**src/rtl/iod_tx_ddrx4_word_feeder.sv**
```systemverilog
// Fabric-side feeder for one DDRX4 TX IOD lane: gears 8-bit words into nibbles,
// sequences the IOD TX_SYNC_RST after reset, and emits training/idle fill.
module iod_tx_ddrx4_word_feeder #(
  parameter bit          LSB_FIRST     = 1'b1,
  parameter logic [3:0]  IDLE_PATTERN  = 4'b0000,
  parameter logic [3:0]  TRAIN_PATTERN = 4'b0101,
  parameter int unsigned TRAIN_LEN     = 16,
  parameter int unsigned RST_HOLD_CYC  = 8
) (
  input  logic       i_fab_clk,
  input  logic       i_arst,
  input  logic       i_tx_en,
  input  logic       i_train_req,
  input  logic [7:0] i_data_in,
  input  logic       i_data_valid,
  output logic       o_data_ready,
  output logic [3:0] o_tx_data_0,
  output logic [1:0] o_oe_data_0,
  output logic       o_tx_sync_rst,
  output logic       o_train_done,
  output logic       o_underrun
);

  // state | meaning
  // HOLD  | TX_SYNC_RST held high for RST_HOLD_CYC cycles after reset release
  // IDLE  | idle pattern, waiting for training request or TX_EN
  // TRAIN | training pattern burst of TRAIN_LEN cycles
  // DATA  | gearing accepted words into nibbles
  typedef enum logic [1:0] {S_HOLD, S_IDLE, S_TRAIN, S_DATA} state_t;

  localparam logic [7:0] HOLD_LOAD  = 8'(RST_HOLD_CYC - 1);
  localparam logic [7:0] TRAIN_LOAD = 8'(TRAIN_LEN - 1);

  state_t     r_state, w_state_nxt;
  logic [7:0] r_cnt, w_cnt_nxt;
  logic [7:0] r_word, w_word_nxt;
  logic       r_wv, w_wv_nxt;
  logic       r_ph, w_ph_nxt;
  logic       r_any_acc, w_any_acc_nxt;
  logic       r_train_pend, w_train_pend_nxt;
  logic [3:0] r_tx_data, w_tx_data_nxt;
  logic [1:0] r_oe, w_oe_nxt;
  logic       r_sync_rst, w_sync_rst_nxt;
  logic       r_train_done, w_train_done_nxt;
  logic       r_underrun, w_underrun_nxt;

  logic       w_exit_req, w_word_end, w_to_train, w_ready, w_accept;
  logic [3:0] w_nib_first, w_nib_second;

  assign w_exit_req   = !i_tx_en | i_train_req | r_train_pend;
  assign w_word_end   = !r_wv | r_ph;
  assign w_to_train   = i_train_req | r_train_pend;
  // No new word while the current one still owes its first nibble, nor while leaving DATA.
  assign w_ready      = (r_state == S_DATA) & w_word_end & !w_exit_req;
  assign w_accept     = i_data_valid & w_ready;
  assign w_nib_first  = LSB_FIRST ? r_word[3:0] : r_word[7:4];
  assign w_nib_second = LSB_FIRST ? r_word[7:4] : r_word[3:0];

  always_comb begin
    w_state_nxt      = r_state;
    w_cnt_nxt        = r_cnt;
    w_word_nxt       = r_word;
    w_wv_nxt         = r_wv;
    w_ph_nxt         = r_ph;
    w_any_acc_nxt    = r_any_acc;
    w_train_pend_nxt = r_train_pend;
    w_tx_data_nxt    = IDLE_PATTERN;
    w_oe_nxt         = 2'b00;
    w_sync_rst_nxt   = r_sync_rst;
    w_train_done_nxt = r_train_done;
    w_underrun_nxt   = 1'b0;
    case (r_state)
      S_HOLD: begin
        if (r_cnt == 8'd0) begin
          w_sync_rst_nxt = 1'b0;
          w_state_nxt    = S_IDLE;
        end else begin
          w_cnt_nxt = r_cnt - 8'd1;
        end
      end
      S_IDLE: begin
        w_oe_nxt = i_tx_en ? 2'b11 : 2'b00;
        if (i_train_req) begin
          w_state_nxt      = S_TRAIN;
          w_cnt_nxt        = TRAIN_LOAD;
          w_train_done_nxt = 1'b0;
        end else if (i_tx_en) begin
          w_state_nxt      = S_DATA;
          w_any_acc_nxt    = 1'b0;
          w_train_pend_nxt = 1'b0;
        end
      end
      S_TRAIN: begin
        w_oe_nxt      = 2'b11;
        w_tx_data_nxt = TRAIN_PATTERN;
        if (r_cnt == 8'd0) begin
          w_train_done_nxt = 1'b1;
          w_state_nxt      = S_IDLE;
        end else begin
          w_cnt_nxt = r_cnt - 8'd1;
        end
      end
      S_DATA: begin
        w_oe_nxt = 2'b11;
        if (i_train_req) w_train_pend_nxt = 1'b1;
        if (r_wv) begin
          w_tx_data_nxt = r_ph ? w_nib_second : w_nib_first;
          if (!r_ph) begin
            w_ph_nxt = 1'b1;
          end else if (w_accept) begin
            w_word_nxt = i_data_in;
            w_ph_nxt   = 1'b0;
          end else begin
            w_wv_nxt = 1'b0;
          end
        end else begin
          w_underrun_nxt = r_any_acc;
          if (w_accept) begin
            w_word_nxt = i_data_in;
            w_wv_nxt   = 1'b1;
            w_ph_nxt   = 1'b0;
          end
        end
        if (w_accept) w_any_acc_nxt = 1'b1;
        if (w_exit_req && w_word_end) begin
          if (w_to_train) begin
            w_state_nxt      = S_TRAIN;
            w_cnt_nxt        = TRAIN_LOAD;
            w_train_done_nxt = 1'b0;
          end else begin
            w_state_nxt = S_IDLE;
          end
        end
      end
      default: w_state_nxt = S_HOLD;
    endcase
  end

  always_ff @(posedge i_fab_clk or posedge i_arst) begin
    if (i_arst) begin
      r_state      <= S_HOLD;
      r_cnt        <= HOLD_LOAD;
      r_word       <= 8'd0;
      r_wv         <= 1'b0;
      r_ph         <= 1'b0;
      r_any_acc    <= 1'b0;
      r_train_pend <= 1'b0;
      r_tx_data    <= IDLE_PATTERN;
      r_oe         <= 2'b00;
      r_sync_rst   <= 1'b1;
      r_train_done <= 1'b0;
      r_underrun   <= 1'b0;
    end else begin
      r_state      <= w_state_nxt;
      r_cnt        <= w_cnt_nxt;
      r_word       <= w_word_nxt;
      r_wv         <= w_wv_nxt;
      r_ph         <= w_ph_nxt;
      r_any_acc    <= w_any_acc_nxt;
      r_train_pend <= w_train_pend_nxt;
      r_tx_data    <= w_tx_data_nxt;
      r_oe         <= w_oe_nxt;
      r_sync_rst   <= w_sync_rst_nxt;
      r_train_done <= w_train_done_nxt;
      r_underrun   <= w_underrun_nxt;
    end
  end

  assign o_data_ready  = w_ready;
  assign o_tx_data_0   = r_tx_data;
  assign o_oe_data_0   = r_oe;
  assign o_tx_sync_rst = r_sync_rst;
  assign o_train_done  = r_train_done;
  assign o_underrun    = r_underrun;

endmodule

```
**config.mk**
```make
export PLATFORM = sky130hd
export DESIGN_NAME = iod_tx_ddrx4_word_feeder
export DESIGN_NICKNAME = d
export VERILOG_FILES = /design/src/rtl/iod_tx_ddrx4_word_feeder.sv
export SDC_FILE = /design/constraint.sdc
export NUM_CORES = 1
export LEC_CHECK = 0
export ABC_AREA = 1
export BUFFER_PORTS_ARGS = -buffer_cell sky130_fd_sc_hd__buf_2
export CAP_MARGIN = 20
export CELL_PAD_IN_SITES_DETAIL_PLACEMENT = 1
export CELL_PAD_IN_SITES_GLOBAL_PLACEMENT = 2
export CORE_AREA = 3 3 106 57
export DETAILED_ROUTE_END_ITERATION = 7
export DIE_AREA = 0 0 109 60
export PLACE_DENSITY_LB_ADDON = 0.1
export SLEW_MARGIN = 20
export SYNTH_ARGS = -nofsm -noshare
export SYNTH_HDL_FRONTEND = slang
export SYNTH_SLANG_ARGS = --single-unit
```
**constraint.sdc**
```tcl
create_clock -name i_fab_clk -period 1.5 [get_ports i_fab_clk]
set_input_delay 0.075 -clock i_fab_clk [delete_from_list [all_inputs] [get_ports i_fab_clk]]
set_output_delay 0.075 -clock i_fab_clk [all_outputs]
set_load 0.02 [all_outputs]
```
## Word-level counts from Yosys, hierarchy flattened

Cells that the tools add are included.

| storage, ports and cells | value |
|---|---|
| register bits after elaboration | 31 |
| bits of input ports | 13 |

| cells by class | value |
|---|---|
| $add $sub $neg | 1 |
| eq/ne operators | 15 |
| mux-type cells | 39 |
| bitwise operators | 7 |
| reduce and logical (&&, ||, !) cells | 19 |

Operators with widths:

| cell | count |
|---|---|
| $mux 8 | 7 |
| $pmux 8 s3 | 1 |
| $mux 1 | 17 |
| $ne 2x2->1 const B | 8 |
| $mux 2 | 6 |
| $reduce_and 4->1 | 3 |
| $logic_not 8->1 | 1 |
| $mux 4 | 2 |
| $pmux 4 s2 | 1 |
| $sub 8x1->8 const B | 1 |
| $ne 2x1->1 const B | 3 |
| $pmux 2 s3 | 1 |
| $reduce_and 2->1 | 3 |
| $reduce_and 5->1 | 1 |
| $eq 2x2->1 const B | 2 |
| $or 1x1->1 | 4 |
| $pmux 1 s2 | 2 |
| $pmux 2 s2 | 1 |
| $reduce_bool 2->1 | 2 |
| $reduce_or 2->1 | 2 |
| $and 1x1->1 | 3 |
| $logic_not 1->1 | 3 |
| $ne 3x3->1 const B | 1 |
| $pmux 1 s3 | 1 |
| other kinds (5) | 5 |

## Logic depth before layout (Yosys ltp)

| depth | value |
|---|---|
| depth after elaboration | 9 |
| depth in mapped cells | 9 |

## Least setup slack after synthesis

OpenSTA, ideal clock, no wires.

| path | value |
|---|---|
| kind | reg-to-reg |
| from | register r_cnt[0] |
| to | register r_cnt[3] |
| setup time | 123 ps |
| data arrival time | 1333 ps |
| required time | 1377 ps |
| path slack | 44 ps |
| stages on the path, launching flop included | 10 |
| path buffers | 1 |
| clock period less this slack | 1456 ps |
| cell sequence | dfstp_2 inv_1 ha_1 inv_1 nor2_1 nand3_2 nand3_4 buf_12 nand2_2 o21ai_1 |

| on the way | value |
|---|---|
| cells in the longest elaborated chain, start to end | 3 |

RTL lines:

| item | line | source |
|---|---|---|
| start: declaration | 35 | `logic [7:0] r_cnt, w_cnt_nxt;` |
| start signal: assignment | 155 | `r_cnt <= w_cnt_nxt;` |
| $sub 8x1->8 or $logic_not 8->1 (tied branches) | -- |  |
| $mux 8 or $ne 2x2->1 (tied branches) | -- |  |
| $pmux 8 s3 or $reduce_and 4->1 (tied branches) | -- |  |

Parallel ways exist; a longest one is shown, timed or not. The select of a mux whose other input is x is not followed.
A chain may end at the register's enable or synchronous reset.

## Worst setup path in the final report

| path | value |
|---|---|
| from | register r_state[0] |
| to | output port o_data_ready |

| on the way | value |
|---|---|
| cells in the longest elaborated chain, start to end | 3 |

RTL lines:

| item | line | source |
|---|---|---|
| start: declaration | 34 | `state_t r_state, w_state_nxt;` |
| start signal: assignment | 154 | `r_state <= w_state_nxt;` |
| $eq 2x2->1 | 54 | `assign w_ready = (r_state == S_DATA) & w_word_end & !w_exit_req;` |
| $and 1x1->1 (2 in a row) | 54 |  |
| end: declaration | 16 | `output logic o_data_ready,` |

No other way between the ends.

==> summary.md <==
| Metric | Value |
|---|---|
| Outcome | completed |
| Post-Syn Area per Cell | between 8 and 9 um^2 |
| Crit-path leading delay family | flip-flops |
| Max VDD drop | between 0.0004 and 0.0005 V |
| DRC | 0 |
| Tot Pwr | between 3000 and 4000 uW |
| Die Ht | 60 um |
| Routability congestion estimate | a little over 0.7 |
| Root buf cell | clkbuf_8 |
| Hold crit path type | input pin to flip-flop |
| Initial Util | 0.306 |
| Multi-input gate area | slightly above 700 um^2 |
| Die ar. | 6540 um^2 |
| Dpl ws | -0.0488 ns |
| Post-route insts no fill | 311 |
| Final core area utilization | 0.411 |
| Skew final | 0.00532 ns |
| Total CTS buffers | 5 |
| Hold path cells | 3 |
| Setup violators final | 0 |
| Synth warn | 0 |
| R2R cell count | 8 |
| CP Launch Type | flip-flop |
| Reg2Reg Setup Slack | around 0.10 ns |
| ANT cells | 0 |
| Highest-delay cell along the critical path | dfrtp_2 |
| Relative slew slack | 0.738 |
| Clock-pin slew on the worst setup and hold paths | about 0.070 ns |
| Setup crit end kind | output pin |
| Post-route ant nets | 0 |
| Routed via count | between 1k and 1.5k |
| Register area | approximately 760 um^2 |
| Register area share after synthesis | 0.491 |
| Placed Instances | between 200 and 300 |
| Hold path startpoint | i_train_req |
| Reg2reg start | r_cnt[1]$_DFFE_PP1P_ |
| Clk Latency, worst-skew pair | 0.29 ns |
| CORE AREA | between 5000 and 6000 um^2 |
| Number of port buffers | 22 |
| Worst slew pin tran | just under 0.4 ns |
| Period minus WS final | 1.40 ns |
| Synthesized cell area | about 1500 um^2 |
| Detailed Route WL | 3910 um |
| Crit-path cells | nand2_2 > inv_2 > nand2_1 > nor2_2 > buf_4 > buf_2 |
| Max Slew Vio Count | 0 |
| Crit path from | r_state[0]$_DFFE_PP0P_ |
| CTS H-tree lvls | 2 |
| Seq cells post-synth | 30 |
| Worst Hold End | r_train_pend$_DFFE_PP0P_ |
| Max-Cap Viols | 0 |
| Io pins | 23 |
| Worst R2R End | r_cnt[5]$_DFFE_PP0P_ |
| First-pass GRT wire length | 6980 um |
| Area grow syn2layout | 34.0% |
| Largest net degree at the start of global routing | 31 |
| Slowest stage delay, CP | around 0.40 ns |
| Dpl hpwl | between 2000 and 3000 um |
| Hold_ws | around 0.055 ns |
| Routed len/inst | 12.6 um |
| Worst setup margin | roughly 0.1 ns |
| First-pass iteration count of the detailed router | 4 |
| PwrDens | 1580 nW/um^2 |
| Nets | 255 |
| Fillers | between 600 and 700 |
| CP Class | flip-flop to output pin |
| Syn Inst Count | ~190 |
| Die X | 109 um |
| Clock tree from TritonCTS | done |
| Grt total ovfl | 0 |
| Clock Tree Buf Depth | 2 |
| Routed vias/inst | ~4.4 |
| Row cnt | 18 |
| Initial antenna violation count | 0 |
| Gr usage total | 0.144 |
| Hold Violations, Final | 0 |
| Critical Path AT | approximately 1.3 ns |
| Initial drt markers | 31 |
| Syn nets | 200 |
| Worst endpoint required time | between 1 and 1.5 ns |
| Worst-path fanout max | 4 |
| Max Fclk | between 700 and 800 MHz |
| Final period util | 0.933 |
| Fraction of layout cells with a size suffix above 1 | 0.369 |
| TritonCTS Sinks | 30 |
| Netlist cell types | 27 |
| LEAKAGE | 0.00108 uW |
| Worst Path Buf+Inv | 3 |
| Vias in the first global route | ~1.5k |
[what timing repair did]
action | CTS | global route
setup endpoints to repair | 8 | 9
hold endpoints to repair | 34 | 0
hold buffers | 9 | 0
buffers inserted | 0 | 2
cloned | 2 | 0
gates resized for setup | 1 | 11
pin swaps | 0 | 5
[layout by cell type, fill, tap and decap left out]
cell type,netlist,routed
a21oi_1,3,3
buf_2,0,22
buf_4,1,19
clkbuf_1,0,2
clkbuf_8,0,6
clkinv_1,1,1
dfrtp_1,26,24
dfrtp_2,0,2
dfstp_2,4,4
dlygate4sd3_1,0,9
ha_2,0,1
ha_4,0,1
inv_1,15,12
inv_2,5,8
nand2_1,55,53
nand2_2,8,10
nand3_1,14,14
nand3_2,1,2
nand3_4,1,2
nand4_1,1,1
nor2_1,20,19
nor2_2,3,4
nor3_1,2,2
nor4_1,1,1
o21a_1,1,1
o21ai_0,6,6
o21ai_1,1,1
o21ai_2,7,7
o21ai_4,1,1
o31ai_1,2,2
xor2_1,1,1
[cells in the mapped netlist]
| master | count | area, um^2 |
|---|---|---|
| nand3_1 | 14 | 70.1 |
| o21a_1 | 1 | 7.51 |
| o21ai_1 | 1 | 5.00 |
| nand2_1 | 55 | 206 |
| clkinv_1 | 1 | 3.75 |
| buf_12 | 1 | 20.0 |
| o21ai_2 | 7 | 61.3 |
| nor3_1 | 2 | 10.0 |
| nand3_2 | 1 | 10.0 |
| xor2_1 | 1 | 8.76 |
| nor2_2 | 3 | 18.8 |
| a21oi_1 | 3 | 15.0 |
| buf_4 | 1 | 7.51 |
| dfrtp_1 | 26 | 651 |
| nor2_1 | 20 | 75.1 |
| buf_6 | 2 | 22.5 |
| nor4_1 | 1 | 6.26 |
| o21ai_4 | 1 | 16.3 |
| inv_1 | 15 | 56.3 |
| ha_1 | 2 | 25.0 |
| dfstp_2 | 4 | 105 |
| nand4_1 | 1 | 6.26 |
| nand2_2 | 8 | 50.1 |
| o21ai_0 | 6 | 30.0 |
| o31ai_1 | 2 | 15.0 |
| inv_2 | 5 | 18.8 |
| nand3_4 | 1 | 17.5 |
[final cells by class]
class                      instances  area share
clock buffer                       8      0.0437
inverter                          21      0.0382
multi-input combinational        132       0.342
sequential                        30       0.368
tap                               70      0.0425
timing repair buffer              50       0.166
[cell families after synthesis]
family,after synthesis,share of synthesized area
AND/OR/NAND/NOR,106,0.306
flip-flops,30,0.491
buffers and inverters,25,0.0837
AO/OA/AOI/OAI,21,0.0976
adder cells (fa/ha/maj),2,0.0163
XOR/XNOR,1,0.00569
[power breakdown]
group | internal [uW] | leakage, uW | switching (uW)
clock | 374 | 0.0000455 | 312
sequential | 1060 | 0.000376 | 159
combinational | 563 | 0.000657 | 790
total | 2000 | 0.00108 | 1260
[worst max path at each step]
stage | to | slack (ns) | cells after the start
after floorplan | r_cnt[3]$_DFFE_PP0P_ | 0.04 | 9
after detailed placement | r_cnt[5]$_DFFE_PP0P_ | -0.05 | 8
after CTS | r_cnt[5]$_DFFE_PP0P_ | 0.02 | 8
after global placement | r_cnt[6]$_DFFE_PP0P_ | 0.004 | 8
after global routing | r_cnt[5]$_DFFE_PP0P_ | -0.004 | 7
final | o_data_ready | 0.1 | 6
[stage by stage]
step                      cell area [um^2]  TNS [ns]
after floorplan                       1540         0
after global placement                1810         0
after detailed placement              1810   -0.0988
after CTS                             2020         0
after global routing                  2060  -0.00622
final                                 2060         0
[per-layer routing]
| metal | global-route usage | part of all wire |
|---|---|---|
| met5 | 0 | 0 |
| met4 | 0.0647 | 0.015 |
| met3 | 0.0442 | 0.037 |
| met2 | 0.242 | 0.48 |
| met1 | 0.173 | 0.47 |
[registers in the layout (all words and copies together), names as in the netlist]
signal,count
r_ph,1
o_tx_sync_rst,1
r_any_acc,1
r_word,8
o_train_done,1
o_oe_data_0,1
r_wv,1
r_cnt,8
r_state,2
r_train_pend,1
o_underrun,1
o_tx_data_0,4
[worst reg2reg max path, stage by stage, from the launching register on]
cell	delay, ns
dfstp_2	0.54
inv_2	0.06
ha_4	0.16
inv_2	0.04
nor2_1	0.04
nand3_2	0.14
nand3_4	0.15
nand2_2	0.11
o21ai_2	0.06
Power figures use the tool's default switching activity.
